$ cat config.mk
export PLATFORM = sky130hd
export DESIGN_NAME = pipe_hazard_ctrl
export DESIGN_NICKNAME = d
export VERILOG_FILES = /design/src/rtl/pipe_hazard_ctrl.sv
export SDC_FILE = /design/constraint.sdc
export NUM_CORES = 1
export LEC_CHECK = 0
export ABC_AREA = 1
export CORE_ASPECT_RATIO = 1.4
export CORE_MARGIN = 5
export CORE_UTILIZATION = 30
export CTS_BUF_LIST = sky130_fd_sc_hd__clkbuf_8
export CTS_CLUSTER_DIAMETER = 120
export DETAILED_ROUTE_END_ITERATION = 16
export SYNTH_ARGS = -nofsm -noshare
export SYNTH_HDL_FRONTEND = slang
export SYNTH_SLANG_ARGS = --single-unit
$ cat constraint.sdc
create_clock -name clk -period 4.3 [get_ports clk]
set_input_delay 0.645 -clock clk [delete_from_list [all_inputs] [get_ports clk]]
set_output_delay 0.645 -clock clk [all_outputs]
set_load 0.02 [all_outputs]
$ cat src/rtl/pipe_hazard_ctrl.sv
// ---------------------------------------------------------------------------
// pipe_hazard_ctrl
//
// Hazard control for a 5-stage pipeline with a multi-cycle mult/div unit.
// Detects load-use hazards and reads of HI/LO (or new mult/div) while the
// mult/div unit is still working, and turns them into a PC/IF-ID freeze plus
// a NOP bubble into ID/EX. Taken branches flush IF/ID unless a stall is
// active in the same cycle. Also tracks mult/div occupancy and counts stalled
// cycles (saturating).
//
// Ports
//   clk, rst          : clock, synchronous active-high reset
//   id_rs, id_rt      : source register fields of the instruction in ID
//   id_uses_rt        : ID instruction actually reads rt
//   id_uses_md        : ID instruction reads HI/LO or is a mult/div
//   id_branch_taken   : ID branch/jump redirects the PC
//   ex_mem_read       : EX instruction is a load
//   ex_rt             : load destination register in EX
//   md_start          : mult/div enters EX this cycle
//   md_is_div         : qualifies md_start (1 = divide, 0 = multiply)
//   pc_write          : PC update enable
//   ifid_write        : IF/ID load enable
//   ifid_flush        : clear IF/ID on the next edge
//   idex_bubble       : insert NOP into ID/EX
//   md_busy           : mult/div unit occupied
//   md_done           : one-cycle pulse in the last busy cycle
//   stall_cnt         : saturating count of stalled cycles
// ---------------------------------------------------------------------------
module pipe_hazard_ctrl #(
  parameter int MULT_LAT = 5,   // 2..63
  parameter int DIV_LAT  = 33   // 2..63
) (
  input  logic        clk,
  input  logic        rst,
  input  logic [4:0]  id_rs,
  input  logic [4:0]  id_rt,
  input  logic        id_uses_rt,
  input  logic        id_uses_md,
  input  logic        id_branch_taken,
  input  logic        ex_mem_read,
  input  logic [4:0]  ex_rt,
  input  logic        md_start,
  input  logic        md_is_div,
  output logic        pc_write,
  output logic        ifid_write,
  output logic        ifid_flush,
  output logic        idex_bubble,
  output logic        md_busy,
  output logic        md_done,
  output logic [15:0] stall_cnt
);

  typedef enum logic {
    RUN     = 1'b0,
    MD_BUSY = 1'b1
  } state_t;

  // Counter is loaded with LAT-1 so that the cycle holding 1 is the last
  // busy cycle and the unit is back in RUN exactly LAT cycles after start.
  localparam logic [5:0] MULT_LOAD = 6'(MULT_LAT - 1);
  localparam logic [5:0] DIV_LOAD  = 6'(DIV_LAT - 1);

  state_t      state_reg, state_next;
  logic [5:0]  md_cnt_reg, md_cnt_next;
  logic [15:0] stall_cnt_reg, stall_cnt_next;

  logic lu;
  logic mdh;
  logic stall;
  logic md_last;

  // ex_rt == 0 is the hardwired zero register, never a real dependency.
  assign lu = ex_mem_read & (ex_rt != 5'd0) &
              ((ex_rt == id_rs) | (id_uses_rt & (ex_rt == id_rt)));
  assign mdh   = (state_reg == MD_BUSY) & id_uses_md;
  assign stall = lu | mdh;

  assign md_last = (state_reg == MD_BUSY) & (md_cnt_reg == 6'd1);

  // Next-state logic for the mult/div tracker and the stall counter.
  always_comb begin
    state_next     = state_reg;
    md_cnt_next    = md_cnt_reg;
    stall_cnt_next = stall_cnt_reg;

    case (state_reg)
      RUN: begin
        // A start is taken even when a load-use stall is active this cycle.
        if (md_start) begin
          state_next  = MD_BUSY;
          md_cnt_next = md_is_div ? DIV_LOAD : MULT_LOAD;
        end
      end
      MD_BUSY: begin
        // New starts are ignored until the current operation completes.
        md_cnt_next = md_cnt_reg - 6'd1;
        if (md_cnt_reg == 6'd1) begin
          state_next = RUN;
        end
      end
      default: begin
        state_next  = RUN;
        md_cnt_next = 6'd0;
      end
    endcase

    if (stall && (stall_cnt_reg != 16'hFFFF)) begin
      stall_cnt_next = stall_cnt_reg + 16'd1;
    end
  end

  // Pipeline control outputs; a stall freezes the front end and wins over a
  // branch flush so the stalled instruction in IF/ID is not lost. Reset
  // forces a free-running, non-flushing, idle view.
  always_comb begin
    pc_write    = 1'b1;
    ifid_write  = 1'b1;
    ifid_flush  = 1'b0;
    idex_bubble = 1'b0;
    md_busy     = 1'b0;
    md_done     = 1'b0;

    if (!rst) begin
      md_busy = (state_reg == MD_BUSY);
      md_done = md_last;
      if (stall) begin
        pc_write    = 1'b0;
        ifid_write  = 1'b0;
        idex_bubble = 1'b1;
      end else begin
        ifid_flush = id_branch_taken;
      end
    end
  end

  always_ff @(posedge clk) begin
    if (rst) begin
      state_reg     <= RUN;
      md_cnt_reg    <= 6'd0;
      stall_cnt_reg <= 16'd0;
    end else begin
      state_reg     <= state_next;
      md_cnt_reg    <= md_cnt_next;
      stall_cnt_reg <= stall_cnt_next;
    end
  end

  assign stall_cnt = stall_cnt_reg;

endmodule

==> metrics <==
status complete, no violations; drt drc 0; Core ar. 5120 um^2; cts hold-fix bufs 0; first-pass GRT wire length 6216 um; met2 wire length 1976 um; antenna diode count 0; CP arrival 2.65 ns; initial core utilization 30.60%; RePlAce Congestion 0.8662; Yosys reg bits 23; critical path class in -> out; Skew-Pair Late Insertion Delay 0.26 ns; Distinct cells, synth 25; Flop pwr share 48.9%; Synth area leader dfxtp_1; GRT Residual Overflow 0; post-synth top area share 29.39%; CTS max path bufs 2; Switching Share 29.00%; count of final max-slew check failures 0; combinational share of power 21.6%; Max Cap Violations 0; synthesized instance count 268; DR vias/cell 4.371; vias in the first global route 1462; nets 338; clk_skew 0.002686 ns; RSZ-0062 raised after global routing no; Tot GR Track Use 11.16%; post-CTS sizing 0; setup violators final 0; Worst Hold Launch md_cnt_reg[5]$_SDFFE_PP0P_; worst reg2reg startpoint stall_cnt[0]$_SDFFE_PP0P_; CP max FO 32; metal3 WL 126 um; Clock transition at path regs 0.09 ns; Period minus WS final 3.291 ns; Final Hold Violating Endpoints 0; CTS tree done; Row Count 31; Critical Path End Type output port; DR top layer met4; area of the mapped netlist 1567 um^2; critical path launch point type primary input; layout cell share with drive strength beyond 1 8.039%; total length of routed wires 3711 um; Worst VDD drop 0.1062 mV; fmax 303.9 MHz; crit path from ex_rt[4]; via count 1648; Ys Warns 0; hold crit path type reg -> reg; Max H-tree Level 1; Port Buf Inserts 44; Post-DRT Antenna Nets 0; Die ar. 6787 um^2; area grow syn2layout 34.50%; max reg flops 16; Iteration-0 DRC Markers 97; HPWL after DPL 2937 um; I/O Pins 45; wire per inst 9.844 um; Met1 Wirelength 1557 um; Pre-Repair DR Iteration Count 4; mean area per synthesized cell 5.845 um^2; initial antenna violation count 0; Die H 95.50 um; Max-slew headroom 80.19%; LEAKAGE 0.9770 nW; Die Wd 71.07 um; post-CTS setup buffers 0; WP data required 3.65 ns; Seq/Total Area, Yosys 29.39%; Power Density 223.4 nW/um^2; clk sink count 23; Int Power 0.0003342 W; largest net degree at the start of global routing 33; Synth area leaders dfxtp_1 (29%), nand2_1 (17%), nor2_1 (10%); worst slew pin tran 0.2949 ns; Clk Tree Root Cell clkbuf_8; cts bufs inserted 3; Sum Neg Setup Slack 0 ns; syn nets 294; Net Sw Power 0.0001365 W; fin crit share 76.54%; Clk pwr share 29.6%; hold slack final 0.4956 ns
cells in the final DEF (no fill, tap or decap):
master / count
o22ai_1: 1
nor2_1: 43
dfxtp_1: 23
nor3_1: 4
xnor2_1: 1
clkinv_2: 1
clkbuf_8: 3
nand3b_1: 1
nor2_4: 2
nand3_2: 1
nand4_1: 4
o21ai_0: 6
ha_1: 3
nand3_1: 23
inv_1: 38
nand2_2: 3
nand2_1: 72
nand3_4: 1
clkdlybuf4s50_1: 44
inv_2: 9
clkinv_1: 2
xor2_1: 1
nor2_2: 2
buf_4: 2
a21oi_1: 20
or2_2: 1
power groups by stage:
stage | Sequential, W | Combinational [W] | Clock (W)
floorplan | 0.000235 | 0.0000581 | 0
global placement | 0.000235 | 0.000102 | 0
detailed placement | 0.000235 | 0.000102 | 0
CTS | 0.000230 | 0.000103 | 0.000143
global route | 0.000232 | 0.000115 | 0.000149
finish | 0.000230 | 0.000101 | 0.000139
stage by stage:
stage	instances	cell area (um^2)	power (W)	setup slack [ns]	utilization [%]
6_report	377	2107	0.0004707	1.009	41.15
5_1_grt	377	2107	0.0004951	0.8097	41.15
3_3_place_gp	373	2061	0.0003364	0.9945	40.25
2_1_floorplan	268	1567	0.0002929	1.956	-
4_1_cts	377	2107	0.0004759	0.9737	41.15
3_5_place_dp	373	2061	0.0003372	0.9772	40.25
critical path, stage by stage:
cell	delay, ns
clkdlybuf4s50_1	0.54
inv_1	0.06
nand2_1	0.05
nand2_1	0.05
nor2_1	0.11
nand3_1	0.07
nand2_1	0.07
nand2_1	0.04
nand2_1	0.07
buf_4	0.30
nor2_1	0.07
clkdlybuf4s50_1	0.57
synthesized netlist by cell type:
| cell | number |
|---|---|
| nand2_1 | 72 |
| nor2_1 | 43 |
| inv_1 | 38 |
| dfxtp_1 | 23 |
| nand3_1 | 23 |
| a21oi_1 | 20 |
| inv_2 | 9 |
| o21ai_0 | 6 |
| buf_2 | 5 |
| nand4_1 | 4 |
| nor3_1 | 4 |
| ha_1 | 3 |
| nand2_2 | 3 |
| clkinv_1 | 2 |
| nor2_2 | 2 |
| nor2_4 | 2 |
| buf_4 | 1 |
| buf_6 | 1 |
| nand3_2 | 1 |
| nand3_4 | 1 |
| nand3b_1 | 1 |
| o22ai_1 | 1 |
| or2_2 | 1 |
| xnor2_1 | 1 |
| xor2_1 | 1 |
final cells by class:
type / instances / area (um^2)
Fill cell: 567 / 3013
Multi-Input combinational cell: 189 / 878.3
Sequential cell: 23 / 460.4
Timing Repair Buffer: 46 / 455.4
Inverter: 49 / 183.9
Tap cell: 66 / 82.58
Clock buffer: 3 / 41.29
Clock inverter: 1 / 5.005
layer usage:
metal  GRT usage [%]  vias up
met3           1.793        6
met5               0        -
met4           4.075        0
met1           12.26      712
met2           21.28       20
li1                -      910
cells by family after synthesis:
group,after synthesis,synth area share [%]
XOR/XNOR,2,1.118
AND/OR/NAND/NOR,157,43.85
buffers and inverters,56,14.54
adder cells (fa/ha/maj),3,2.396
flip-flops,23,29.39
AO/OA/AOI/OAI,27,8.707
final timing paths:
path | endpoint | slack (ns) | depth (start not counted)
max | ifid_flush | 1.01 | 12
min reg2reg | md_cnt_reg[5]$_SDFFE_PP0P_ | 0.50 | 2
min | md_cnt_reg[5]$_SDFFE_PP0P_ | 0.50 | 2
max reg2reg | stall_cnt[10]$_SDFFE_PP0P_ | 2.65 | 10
No activity file was read; power rests on OpenSTA's default activity.
